File: config.mk
export PLATFORM = sky130hd
export DESIGN_NAME = xfer_seq
export DESIGN_NICKNAME = d
export VERILOG_FILES = /design/src/rtl/xfer_seq_pkg.sv /design/src/rtl/xfer_addr_calc.sv /design/src/rtl/xfer_seq.sv
export SDC_FILE = /design/constraint.sdc
export NUM_CORES = 1
export LEC_CHECK = 0
export ABC_AREA = 1
export BUFFER_PORTS_ARGS = -buffer_cell sky130_fd_sc_hd__buf_2
export CORE_MARGIN = 2
export CORE_UTILIZATION = 56
export DETAILED_ROUTE_END_ITERATION = 8
export PLACE_DENSITY = 0.86
export SYNTH_ARGS = -nofsm -noshare
export SYNTH_HDL_FRONTEND = slang
export SYNTH_SLANG_ARGS = --single-unit
File: constraint.sdc
create_clock -name clk -period 5.8 [get_ports clk]
set_input_delay 1.16 -clock clk [delete_from_list [all_inputs] [get_ports clk]]
set_output_delay 1.16 -clock clk [all_outputs]
set_load 0.01 [all_outputs]
File: src/rtl/xfer_seq_pkg.sv
// Shared encodings for the transfer sequencer: FSM states, op codes, register indices.
package xfer_seq_pkg;

  typedef enum logic [2:0] {
    S_IDLE    = 3'd0,
    S_CALC    = 3'd1,
    S_WRITE   = 3'd2,
    S_BYTE_HI = 3'd3,
    S_BYTE_LO = 3'd4
  } state_t;

  typedef enum logic [1:0] {
    OP_COPY = 2'b00,
    OP_INC  = 2'b01,
    OP_DEC  = 2'b10,
    OP_ADD  = 2'b11
  } op_t;

  localparam int         NUM_REGS = 4;
  localparam logic [1:0] REG0     = 2'd0;
  localparam logic [1:0] REG1     = 2'd1;
  localparam logic [1:0] REG2     = 2'd2;
  localparam logic [1:0] REG3     = 2'd3;

  // Active-low one-cold strobe for the selected destination register.
  function automatic logic [NUM_REGS-1:0] load_mask_n(input logic [1:0] idx);
    return ~(4'b0001 << idx);
  endfunction

endpackage

File: src/rtl/xfer_addr_calc.sv
// Combinational 16-bit copy / increment / decrement / add sign-extended offset, wrapping mod 2^16.
module xfer_addr_calc
  import xfer_seq_pkg::*;
(
  input  logic [15:0] operand,
  input  op_t         op,
  input  logic [7:0]  offset,
  output logic [15:0] result
);

  always_comb begin
    result = operand;
    case (op)
      OP_COPY: result = operand;
      OP_INC:  result = operand + 16'd1;
      OP_DEC:  result = operand - 16'd1;
      OP_ADD:  result = operand + {{8{offset[7]}}, offset};
      default: result = operand;
    endcase
  end

endmodule

File: src/rtl/xfer_seq.sv
// Register-transfer sequencer: captures a request, computes the result, then loads the destination
// either as one 16-bit word on XferBus or as high/low bytes on MainBus. All strobes are registered.
module xfer_seq
  import xfer_seq_pkg::*;
(
  input  logic        clk,
  input  logic        rst,
  input  logic        req,
  output logic        ready,
  input  logic [1:0]  op,
  input  logic        split,
  input  logic [1:0]  src_sel,
  input  logic [1:0]  dst_sel,
  input  logic [7:0]  offset,
  input  logic [15:0] src0,
  input  logic [15:0] src1,
  input  logic [15:0] src2,
  input  logic [15:0] src3,
  output logic [15:0] XferBusOut,
  output logic [7:0]  MainBusOut,
  output logic        MainBusOE,
  output logic [3:0]  xfer_load_n,
  output logic [3:0]  main_high_load_n,
  output logic [3:0]  main_low_load_n,
  output logic        done
);

  state_t      state, next_state;
  logic [15:0] cap_src;
  op_t         cap_op;
  logic [7:0]  cap_off;
  logic        cap_split;
  logic [1:0]  cap_dst;
  logic [15:0] result;
  logic [15:0] calc_out;
  logic [15:0] src_mux;

  logic [3:0]  nxt_xfer_load_n, nxt_high_load_n, nxt_low_load_n;
  logic [7:0]  nxt_main_bus;
  logic        nxt_oe, nxt_done;

  always_comb begin
    src_mux = src0;
    case (src_sel)
      REG0:    src_mux = src0;
      REG1:    src_mux = src1;
      REG2:    src_mux = src2;
      REG3:    src_mux = src3;
      default: src_mux = src0;
    endcase
  end

  xfer_addr_calc u_calc (
    .operand (cap_src),
    .op      (cap_op),
    .offset  (cap_off),
    .result  (calc_out)
  );

  assign ready      = (state == S_IDLE);
  assign XferBusOut = result;

  // Outputs are decoded from the transition so they appear registered in the state they belong to.
  always_comb begin
    next_state      = state;
    nxt_xfer_load_n = 4'hF;
    nxt_high_load_n = 4'hF;
    nxt_low_load_n  = 4'hF;
    nxt_main_bus    = 8'h00;
    nxt_oe          = 1'b0;
    nxt_done        = 1'b0;
    case (state)
      S_IDLE: begin
        if (req) next_state = S_CALC;
      end
      S_CALC: begin
        if (cap_split) begin
          next_state      = S_BYTE_HI;
          nxt_high_load_n = load_mask_n(cap_dst);
          nxt_main_bus    = calc_out[15:8];
          nxt_oe          = 1'b1;
        end else begin
          next_state      = S_WRITE;
          nxt_xfer_load_n = load_mask_n(cap_dst);
          nxt_done        = 1'b1;
        end
      end
      S_WRITE: begin
        next_state = S_IDLE;
      end
      S_BYTE_HI: begin
        next_state     = S_BYTE_LO;
        nxt_low_load_n = load_mask_n(cap_dst);
        nxt_main_bus   = result[7:0];
        nxt_oe         = 1'b1;
        nxt_done       = 1'b1;
      end
      S_BYTE_LO: begin
        next_state = S_IDLE;
      end
      default: next_state = S_IDLE;
    endcase
  end

  always_ff @(posedge clk or posedge rst) begin
    if (rst) begin
      state            <= S_IDLE;
      cap_src          <= 16'h0000;
      cap_op           <= OP_COPY;
      cap_off          <= 8'h00;
      cap_split        <= 1'b0;
      cap_dst          <= REG0;
      result           <= 16'h0000;
      xfer_load_n      <= 4'hF;
      main_high_load_n <= 4'hF;
      main_low_load_n  <= 4'hF;
      MainBusOut       <= 8'h00;
      MainBusOE        <= 1'b0;
      done             <= 1'b0;
    end else begin
      state            <= next_state;
      xfer_load_n      <= nxt_xfer_load_n;
      main_high_load_n <= nxt_high_load_n;
      main_low_load_n  <= nxt_low_load_n;
      MainBusOut       <= nxt_main_bus;
      MainBusOE        <= nxt_oe;
      done             <= nxt_done;
      if (state == S_IDLE && req) begin
        cap_src   <= src_mux;
        cap_op    <= op_t'(op);
        cap_off   <= offset;
        cap_split <= split;
        cap_dst   <= dst_sel;
      end
      if (state == S_CALC) result <= calc_out;
    end
  end

endmodule

Word level (Yosys, flattened, before mapping)
Index checks and enable logic that the tools add are counted.
Operators by class
  reduce and logical (&&, ||, !) cells: 4
  multiplexer cells: 16
  eq/ne operators: 9
  bitwise operators: 1
  shift-type cells: 1
  add/sub/neg operators: 3
Operator list (count)
  16-bit one-hot mux with 4 select lines: 2
  4-bit 2-to-1 mux: 5
  16-bit by 1-bit adder with 16-bit output (second input constant): 1
  16-bit adder: 1
  8-bit one-hot mux with 2 select lines: 1
  16-bit by 1-bit subtractor with 16-bit output (second input constant): 1
  3-bit one-hot mux with 3 select lines: 1
  2-bit equality test (second input constant): 4
  8-bit 2-to-1 mux: 1
  2-bit by 1-bit equality test with 1-bit output (second input constant): 2
  2-bit logical NOT: 2
  4-bit NOT: 1
  1-bit one-hot mux with 2 select lines: 2
  1-bit by 2-bit left shift with 4-bit output (first input constant): 1
  3-bit by 1-bit equality test with 1-bit output (second input constant): 1
  3-bit by 2-bit equality test with 1-bit output (second input constant): 1
  3-bit logical NOT: 1
  1-bit 2-to-1 mux: 3
  3-bit 2-to-1 mux: 1
  2-bit != test (second input constant): 1
  1-bit logical AND: 1
Storage, ports and cells
  output and inout port bits: 39
  register bits: 70

Longest topological paths before layout
Gate-level depths: netlist of run 1.
  word-level depth: 4
  gate-level depth with buffers: 17
  depth with buffers taken out: 16

By module
Synthesis of run 1 repeated with hierarchy kept, for this count alone.
Second synthesis, totals
  cells, all modules: 590
  area total of the unflattened synthesis: 4250.3 µm²
By module, submodules not included
  xfer_seq: area an instance 3108.0 µm², instances 1, seq. area each 1766.7 µm², cells an instance 377
  xfer_addr_calc: area an instance 1142.3 µm², instances 1, seq. area each 0.0 µm², cells an instance 213

Worst setup path before layout of run 1
Ideal clock, no wire load.
  path kind: register to register
  from: reg cap_op[1]
  to: reg MainBusOut[6]
  data arrival time: 2.190 ns
  setup time: 0.117 ns
  slack: 3.492 ns
  stages on the path, launching flop included: 16
  clock period less this slack: 2.308 ns
  cell sequence: dfrtp_1 > buf_2 > inv_1 > nor2_1 > nand2_1 > ha_1 > inv_1 > fa_1 > nor3_1 > nor2_1 > nor2_1 > nand3_1 > nand4_1 > nand3_2 > nand3_1 > nand2_1
Between the ends
  cells in the longest elaborated chain, start to end: 4
  elaborated cells between the ends (all ways): 7
Ends and longest elaborated chain
  start, declared: line xfer_seq.sv:30  | op_t cap_op;
  start signal, assigned: line xfer_seq.sv:130  | cap_op <= op_t'(op);
  2-bit equality test (tied with other cells): line xfer_addr_calc.sv:13  | case (op)
  16-bit one-hot mux with 4 select lines *: line xfer_addr_calc.sv:13
  8-bit 2-to-1 mux *: line xfer_seq.sv:77  | if (cap_split) begin
  8-bit one-hot mux with 2 select lines *: line xfer_seq.sv:72  | case (state)
  named net nxt_main_bus[6]: line xfer_seq.sv:39  | logic [7:0] nxt_main_bus;
  end signal, assigned: line xfer_seq.sv:125  | MainBusOut <= nxt_main_bus;
  end, declared: line xfer_seq.sv:20  | output logic [7:0] MainBusOut,
Mark *: on every way through the listed nets, which the timed path passes. The rest lies on a longest branch.
A chain may end at the register's enable or synchronous reset.

Final worst setup path of run 1
  from: in req
  to: reg cap_op[0]
Between the ends
  cells in the longest elaborated chain, start to end: 1
Ends and longest elaborated chain
  start, declared: line xfer_seq.sv:8  | input logic req,
  1-bit logical AND: line xfer_seq.sv:128  | if (state == S_IDLE && req) begin
Every way passes these cells.

==> results.txt, run 1 <==
----------------------------------------------------
[Clock network]
  Root Driver ... sky130_fd_sc_hd__clkbuf_8
  CTS tree ... built
  Number of CTS-inserted buffers ... 9
  CTS clk-pin slew, worst paths ... 0.09 ns
  Number of H-tree levels ... 3
  Setup Buffers After CTS ... 0
  Bufs on Longest Clock Path ... 2
  Number of clock sinks ... 70
  Post-cts resize count ... 0
  Clock insertion delay at the later pin of the skew report ... 0.36 ns
  Hold buffers post-CTS ... 0

[Setup path]
  Kind of capture point of the worst setup path ... flop
  Depth of the worst register-to-register path ... 15
  Crit Path Class ... primary input to flop
  Buffer and inverter count on the worst path ... 2
  Data required, critical path ... 6.03 ns
  Series of cell instances along the critical path ... buf_2, nand2_1, inv_1, nand2_1, o21ai_0
  Count of cell instances traversed by the critical path ... 5
  Worst path slowest cell ... sky130_fd_sc_hd__nand2_1
  Biggest fanout along the worst timing path ... 39
  Crit path launch type ... primary input
  Crit-path leading delay family ... simple AND/OR/NAND/NOR gates
  Critical Path Max Stage Delay ... 0.81 ns
  Critical path data arrival time ... 2.95 ns
  Most common cell type on the critical path ... sky130_fd_sc_hd__nand2_1

[Pwr]
  Net Sw Frac ... 0.5005
  Maximum vdd ir drop ... 275.6 µV
  Sw Pwr ... 1454 µW
  Cell-internal power ... 1451 µW
  Comb power frac ... 0.578
  Clock network fraction of total power ... 0.130
  PwrDens ... 599.5 mW/mm²
  Static leakage power ... 0.002657 µW
  Sequential cell fraction of total power ... 0.292

[Logic synthesis]
  Post-synth EDFFs ... 0
  Cell types occupying the most area after synthesis ... sky130_fd_sc_hd__dfrtp_1 (36%), sky130_fd_sc_hd__nand2_1 (13%), sky130_fd_sc_hd__dfstp_2 (7.8%)
  Share of Yosys cell area claimed by the top area cell type ... 0.3604
  Post-synth ARST share ... 1.000
  Portion of the post-synthesis area used by sequential elements ... 0.4386
  Most used standard cells in the synthesized netlist ... sky130_fd_sc_hd__nand2_1 (143), sky130_fd_sc_hd__inv_1 (66), sky130_fd_sc_hd__dfrtp_1 (58)
  Yosys reg bits ... 70
  Unique cell type count in the Yosys netlist ... 38
  Leading register cell type out of synthesis ... sky130_fd_sc_hd__dfrtp_1
  Leading cell type by number of instances after synthesis ... sky130_fd_sc_hd__nand2_1
  Average size of a mapped cell ... 7.657 µm²
  Combined area of all synthesized cells ... 0.004028 mm²
  Number of instances in the synthesized netlist ... 526
  Post-Synthesis Net Count ... 617
  Largest area contributor in the synthesized netlist ... sky130_fd_sc_hd__dfrtp_1
  YS warnings ... 0

[Timing]
  Tcrit/Tclk final ... 0.4700
  Final clock skew ... 0.007919 ns
  Final slew viol count ... 0
  Time the worst path needs with I/O delays and setup ... 2.726 ns
  Transition time at the pin with the least slew margin ... 1.131 ns
  Highest clock frequency the design can meet ... 0.3668 GHz
  Sum of negative setup slack ... 0 ns
  Setup repair after global routing missed its margin ... no
  Final count of negative-setup-slack endpoints ... 0
  Final-report hold violation count ... 0
  Relative slew margins ... 0.2441

[Routing]
  Number of violations reported at the end of detailed-routing iteration 0 ... 182
  Via count normalized by instance count ... 5.339
  Drc violations ... 0
  Number of vias after detailed routing ... 3951
  Remaining number of nets flagged by the antenna check after routing ... 0
  Initial DRT Pass Iterations ... 4
  WL final ... 10630 µm
  Routed wire per std cell ... 14.36 µm

[Floorplanning]
  CORE AREA ... 0.006869 mm²
  Initial Util ... 0.5863
  Ports ... 121
  Die area ... 0.007886 mm²
  Floorplan row count ... 30
  Die Width ... 88.81 µm
  Vertical die dimension ... 88.81 µm

[Outcome]
  Result of the run ... completed

[Place]
  Buffers added on ports ... 120
  Global placer's final weighted congestion ... 0.8903
  HPWL after detailed placement ... 8296 µm

[GRT]
  Wire length of the first global-routing pass ... 17200 µm
  Pin count of the biggest net entering global routing ... 71
  Global-route usage over all layers ... 0.2845
  Total congestion overflow after global routing ... 0
  Number of antenna violations at the first check in global routing ... 0
  Vias in the first global route ... 3714

[Final layout]
  Final-layout fill cell count ... 572
  Layout cells sized above 1 ... 0.2764
  Number of antenna cells inserted ... 0
  Number of nets in the layout ... 730
  Share of the core filled with cells in the final layout ... 0.7055
  Layout Area Growth over Synthesis ... 20.32%

[Worst hold path]
  Hold depth ... 2
  Hold WC Path Type ... flop to flop

[Run]
  Max-cap violations ... 0

----------------------------------------------------
==> routing by layer <==
layer | global-route usage | routed length [µm]
met3 | 0.06157 | 725
met4 | 0.08953 | 213
met2 | 0.4552 | 5012
met5 | 0 | 0
met1 | 0.3870 | 4677
==> worst min-delay path, cell delays in order (launching register included) <==
cell and delay, ns:
sky130_fd_sc_hd__dfrtp_1 0.35, sky130_fd_sc_hd__nand2_1 0.05, sky130_fd_sc_hd__nand2_1 0.06
==> path summary, 6_finish.rpt <==
path	end	slack (ns)	startpoint
hold / removal	XferBusOut[13]$_DFFE_PP0P_	0.48	XferBusOut[13]$_DFFE_PP0P_
min in group asynchronous	cap_off[6]$_DFFE_PP0P_	1.02	rst
max in group asynchronous	MainBusOut[4]$_DFF_PP0_	4.24	rst
setup / recovery	cap_op[0]$_DFFE_PP0P_	3.07	req
setup reg to reg	MainBusOut[2]$_DFF_PP0_	3.11	cap_op[1]$_DFFE_PP0P_
hold reg to reg	XferBusOut[13]$_DFFE_PP0P_	0.48	XferBusOut[13]$_DFFE_PP0P_
==> flip-flops by register name, summed over array words and instances, names as in the netlist, 3 cells and up <==
name / count
MainBusOut: 8
xfer_load_n: 4
main_low_load_n: 4
state: 3
main_high_load_n: 4
cap_src: 16
XferBusOut: 16
cap_off: 8
==> cell type report <==
type                            count  area [µm²]  share of cell area
Multi-Input combinational cell    368        1908              0.3938
Sequential cell                    70        1767              0.3646
Timing Repair Buffer              121       608.1              0.1255
Inverter                           69       259.0             0.05345
Clock buffer                        9       123.9             0.02556
Tap cell                           96       120.1             0.02479
Clock inverter                      7       60.06             0.01239
==> power by group through the flow <==
stage / registers [µW] / clock network, µW / logic (µW)
4_1_cts: 844 / 378 / 1660
2_1_floorplan: 862 / 0 / 1210
6_report: 848 / 379 / 1680
3_3_place_gp: 843 / 0 / 1610
3_5_place_dp: 852 / 0 / 1650
5_1_grt: 872 / 402 / 1880
==> cell usage in the layout (no fill, tap or decap), types with 2 or more instances in the layout <==
cell type,n
sky130_fd_sc_hd__dfrtp_1,58
sky130_fd_sc_hd__o21ai_0,19
sky130_fd_sc_hd__xor2_1,3
sky130_fd_sc_hd__nand3_1,39
sky130_fd_sc_hd__nand3_2,3
sky130_fd_sc_hd__inv_2,4
sky130_fd_sc_hd__nor2_2,4
sky130_fd_sc_hd__nand2_4,7
sky130_fd_sc_hd__nand4_1,2
sky130_fd_sc_hd__ha_1,8
sky130_fd_sc_hd__a2bb2oi_1,2
sky130_fd_sc_hd__a31oi_1,2
sky130_fd_sc_hd__xnor2_1,4
sky130_fd_sc_hd__a22oi_1,12
sky130_fd_sc_hd__inv_1,65
sky130_fd_sc_hd__nor2_1,51
sky130_fd_sc_hd__nand2_1,143
sky130_fd_sc_hd__o21ai_1,5
sky130_fd_sc_hd__clkbuf_8,9
sky130_fd_sc_hd__a221oi_1,15
sky130_fd_sc_hd__inv_6,4
sky130_fd_sc_hd__a21oi_1,28
sky130_fd_sc_hd__nand2_2,9
sky130_fd_sc_hd__buf_2,120
sky130_fd_sc_hd__dfstp_2,12
==> cells by family (layout without fill, tap and decap cells) <==
group	after synthesis	after routing	share of synthesized area
adders and majority gates	9	9	0.02982
and+or+nand+nor	262	262	0.2870
xor gates and xnor gates	7	7	0.01522
DFF	70	70	0.4386
buffers and inverters	88	206	0.08760
AOI/OAI and AO/OA	90	90	0.1417
==> metrics by stage <==
stage | total power [µW] | setup slack [ns] | cells | hold slack (ns) | cell area (µm²)
floorplan | 2072 | 2.892 | 526 | 0.4436 | 4028
detailed placement | 2497 | 2.746 | 724 | 0.4648 | 4662
CTS | 2878 | 3.086 | 740 | 0.4861 | 4846
global route | 3157 | 2.828 | 740 | 0.4978 | 4846
global placement | 2449 | 2.844 | 724 | 0.4595 | 4662
finish | 2905 | 3.074 | 740 | 0.4819 | 4846
Power figures use the tool's default switching activity.
==> inputs of run 2 (changes only) <==
Settings changed: ABC_AREA 1 to 0, CORE_UTILIZATION 56 to 47, PLACE_DENSITY 0.86 to 0.77.
Clock period 5.8 ns to 2.4 ns, I/O delays scaled along.
==> results.txt, run 2 <==
----------------------------------------------------
[Pwr]
  Sequential cell fraction of total power ... 0.278 (-0.014)
  Static leakage power ... 0.002388 µW (-10%)
  Sw Pwr ... 3388 µW (+130%)
  PwrDens ... 1472 mW/mm² (+150%)
  Final Total Pwr ... 7794 µW (+170%)
  Comb power frac ... 0.587 (+0.009)
  Maximum vdd ir drop ... 568.7 µV (+110%)
  Cell-internal power ... 4406 µW (+200%)
  Net Sw Frac ... 0.4347 (-0.06579)
  Clock network fraction of total power ... 0.136 (+0.006)

[GRT]
  Global-route usage over all layers ... 0.2269 (-0.05756)
  Number of antenna violations at the first check in global routing ... 0 (unchanged)
  Pin count of the biggest net entering global routing ... 45 (-37%)
  Wire length of the first global-routing pass ... 15990 µm (-7.0%)
  Vias in the first global route ... 3274 (-12%)
  Total congestion overflow after global routing ... 0 (unchanged)

[Timing]
  Final clock skew ... 0.01138 ns (+0.003462 ns)
  Final-report hold violation count ... 0 (unchanged)
  Time the worst path needs with I/O delays and setup ... 2.607 ns
  Final WS setup ... -0.2073 ns (-3.281 ns)
  Relative slew margins ... 0.5856 (+0.3415)
  Sum of negative setup slack ... -2.133 ns (-2.133 ns)
  Final slew viol count ... 0 (unchanged)
  Final count of negative-setup-slack endpoints ... 16 (+16)
  Transition time at the pin with the least slew margin ... 0.6206 ns (-0.5104 ns)
  Tcrit/Tclk final ... 1.086
  Highest clock frequency the design can meet ... 0.3835 GHz
  Setup repair after global routing missed its margin ... yes

[Setup path]
  Data required, critical path ... 2.63 ns (-3.40 ns)
  Depth of the worst register-to-register path ... 13 (-2)
  Startpoint of the worst register-to-register path ... cap_op[1]$_DFFE_PP0P_
  Crit path launch type ... flop
  Crit Path Class ... flop to flop
  Setup crit end ... MainBusOut[4]$_DFF_PP0_
  Source of the critical timing path ... cap_op[1]$_DFFE_PP0P_
  Kind of capture point of the worst setup path ... flop
  Critical path data arrival time ... 2.84 ns (-0.11 ns)
  Biggest fanout along the worst timing path ... 6 (-85%)
  Worst setup slack for register-to-register paths ... -0.21 ns (-3.32 ns)
  Terminus of the critical flop-to-flop path ... MainBusOut[4]$_DFF_PP0_

[Final layout]
  Most common cell after layout, fill and taps aside ... sky130_fd_sc_hd__buf_2
  Final-layout fill cell count ... 698 (+22%)
  Layout Area Growth over Synthesis ... 34.06%
  Layout cells sized above 1 ... 0.4953 (+0.2189)
  Number of antenna cells inserted ... 0 (unchanged)
  Area used by multi-input combinational logic ... 0.002177 mm² (+14%)
  Combined flip-flop and latch cell area ... 0.001767 mm² (unchanged)
  Number of nets in the layout ... 619 (-15%)
  Top library cells by usage in the layout, fill and taps aside ... sky130_fd_sc_hd__buf_2 (120), sky130_fd_sc_hd__dfrtp_1 (58), sky130_fd_sc_hd__nand2_1 (49)

[Routing]
  Routed wire per std cell ... 16.06 µm (+12%)
  Remaining number of nets flagged by the antenna check after routing ... 0 (unchanged)
  Drc violations ... 0 (unchanged)
  Number of vias after detailed routing ... 3526 (-11%)
  WL final ... 10240 µm (-3.6%)
  Number of violations reported at the end of detailed-routing iteration 0 ... 231 (+27%)
  Via count normalized by instance count ... 5.527 (+3.5%)
  Initial DRT Pass Iterations ... 4 (unchanged)

[Logic synthesis]
  Most used standard cells in the synthesized netlist ... sky130_fd_sc_hd__dfrtp_1 (58), sky130_fd_sc_hd__nand2_1 (50), sky130_fd_sc_hd__o21ai_0 (34)
  Compound-gate portion of the synthesized area ... 0.1616 (+0.01994)
  Synth Area in Adders ... 0.03042 (+0.0005953)
  Post-synth EDFFs ... 0 (unchanged)
  Post-synthesis mux area share ... 0.1559 (+0.1559)
  Leading cell type by number of instances after synthesis ... sky130_fd_sc_hd__dfrtp_1
  Unique cell type count in the Yosys netlist ... 58 (+53%)
  Largest area contributor in the synthesized netlist ... sky130_fd_sc_hd__dfrtp_1
  Post-synth ARST share ... 1.000 (unchanged)
  Portion of the post-synthesis area used by sequential elements ... 0.4474 (+0.008756)
  Largest family of logic cells by synthesized area ... compound AO/OA/AOI/OAI gates
  Cell types occupying the most area after synthesis ... sky130_fd_sc_hd__dfrtp_1 (37%), sky130_fd_sc_hd__mux4_2 (9.1%), sky130_fd_sc_hd__dfstp_2 (8.0%)
  YS warnings ... 0 (unchanged)
  Number of instances in the synthesized netlist ... 383 (-27%)
  Leading register cell type out of synthesis ... sky130_fd_sc_hd__dfrtp_1
  Average size of a mapped cell ... 10.31 µm² (+35%)
  Post-Synthesis Net Count ... 474 (-23%)
  Combined area of all synthesized cells ... 0.003949 mm² (-2.0%)
  Simple-gate share of the synthesized area ... 0.1420 (-0.1451)
  Fraction of synthesized cell area in xor and xnor cells ... 0.02218 (+0.006958)
  Share of Yosys cell area claimed by the top area cell type ... 0.3676 (+0.007194)
  Yosys reg bits ... 70 (unchanged)

[Worst hold path]
  Hold WC Path Type ... primary input to async pin

[Clock network]
  Clock insertion delay at the later pin of the skew report ... 0.36 ns (about the same)
  Hold buffers post-CTS ... 0 (unchanged)
  CTS tree ... built
  Root Driver ... sky130_fd_sc_hd__clkbuf_8
  Bufs on Longest Clock Path ... 2 (unchanged)
  Number of CTS-inserted buffers ... 9 (unchanged)
  CTS clk-pin slew, worst paths ... 0.08 ns (about the same)
  Number of clock sinks ... 70 (unchanged)
  Number of H-tree levels ... 3 (unchanged)

[Floorplanning]
  Vertical die dimension ... 95.66 µm (+7.7%)
  Floorplan row count ... 33 (+10%)
  Die area ... 0.009151 mm² (+16%)
  Ports ... 121 (unchanged)
  Initial Util ... 0.4830 (-0.1033)
  CORE AREA ... 0.008175 mm² (+19%)
  Die Width ... 95.66 µm (+7.7%)

[Place]
  Buffers added on ports ... 120 (unchanged)
  Global placer's final weighted congestion ... 0.8823 (-0.90%)
  HPWL after detailed placement ... 7610 µm (-8.3%)
  Minimum setup slack after placement ... -0.2267 ns (-2.973 ns)

[Outcome]
  Failing checks ... negative setup slack
  Result of the run ... finished, violations left

[Run]
  Max-cap violations ... 0 (unchanged)

----------------------------------------------------
[run 2: cell count changes in the layout (fill, tap and decap cells not counted), moves of 12 or more]
cell,before,now
sky130_fd_sc_hd__a221oi_1,15,0
sky130_fd_sc_hd__a22oi_1,12,0
sky130_fd_sc_hd__buf_4,1,34
sky130_fd_sc_hd__inv_1,65,11
sky130_fd_sc_hd__mux2_2,0,20
sky130_fd_sc_hd__mux4_2,0,16
sky130_fd_sc_hd__nand2_1,143,49
sky130_fd_sc_hd__nand3_1,39,8
sky130_fd_sc_hd__nor2_1,51,16
[run 2: how the worst min path moves through the flow]
stage	slack (ns)	from	endpoint
2_1_floorplan	0.47	cap_off[0]$_DFFE_PP0P_	cap_off[0]$_DFFE_PP0P_
3_3_place_gp	0.46	XferBusOut[15]$_DFFE_PP0P_	XferBusOut[15]$_DFFE_PP0P_
3_5_place_dp	0.47	XferBusOut[8]$_DFFE_PP0P_	XferBusOut[8]$_DFFE_PP0P_
4_1_cts	0.21	rst	cap_src[9]$_DFFE_PP0P_
5_1_grt	0.24	rst	cap_src[9]$_DFFE_PP0P_
6_report	0.19	rst	cap_src[9]$_DFFE_PP0P_
[run 2: critical path, stage by stage (launching register included)]
cell and delay, ns:
sky130_fd_sc_hd__dfrtp_1 0.37, sky130_fd_sc_hd__inv_2 0.05, sky130_fd_sc_hd__or3_4 0.39, sky130_fd_sc_hd__ha_4 0.17, sky130_fd_sc_hd__inv_2 0.05, sky130_fd_sc_hd__fa_2 0.20, sky130_fd_sc_hd__nor2b_2 0.05, sky130_fd_sc_hd__o31a_1 0.28
sky130_fd_sc_hd__nor3_4 0.16, sky130_fd_sc_hd__buf_12 0.14, sky130_fd_sc_hd__o211ai_2 0.11, sky130_fd_sc_hd__o32ai_2 0.23, sky130_fd_sc_hd__xnor2_1 0.19, sky130_fd_sc_hd__o21ai_1 0.09
[run 2: final cells by class]
class,count,share of cell area
Clock buffer,10,0.02813
Clock inverter,6,0.01442
Inverter,14,0.009927
Multi-Input combinational cell,273,0.4113
Sequential cell,70,0.3337
Tap cell,105,0.02482
Timing Repair Buffer,160,0.1777
[run 2: timing repair]
item	in CTS	in global routing
gates cloned	0	0
resized for setup	5	34
pin swaps	3	13
buffers inserted	3	5
endpoints found under the setup margin	17	18
[run 2: power groups by stage]
stage	Combinational, µW	Sequential (µW)	Clock, µW
finish	4570	2160	1060
global route	5000	2230	1120
CTS	4060	2140	1070
detailed placement	3950	2170	0
global placement	3880	2140	0
floorplan	2640	2080	0
[run 2: layer usage]
| metal | part of all wire | routed length (µm) | GRT usage | up-vias |
|---|---|---|---|---|
| met1 | 0.44 | 4482 | 0.3135 | 1695 |
| met2 | 0.50 | 5090 | 0.3654 | 132 |
| li1 | - | - | - | 1692 |
| met4 | 0.010 | 105 | 0.07619 | 0 |
| met5 | 0 | 0 | 0 | - |
| met3 | 0.055 | 566 | 0.03557 | 7 |
[run 2: logic make-up after synthesis]
family | Yosys count
buffers and inverters | 40
adders and majority gates | 9
xor gates and xnor gates | 10
and+or+nand+nor | 117
DFF | 70
muxes | 39
AOI/OAI and AO/OA | 98
[run 2: through the flow]
stage | instances | util | hold slack (ns) | area [µm²]
after floorplan | 383 | - | 0.4721 | 3974
after global placement | 615 | 0.5923 | 0.4574 | 4842
after detailed placement | 615 | 0.5923 | 0.4689 | 4842
after CTS | 634 | 0.6232 | 0.2064 | 5095
after global routing | 638 | 0.6475 | 0.2442 | 5294
final | 638 | 0.6475 | 0.1931 | 5294
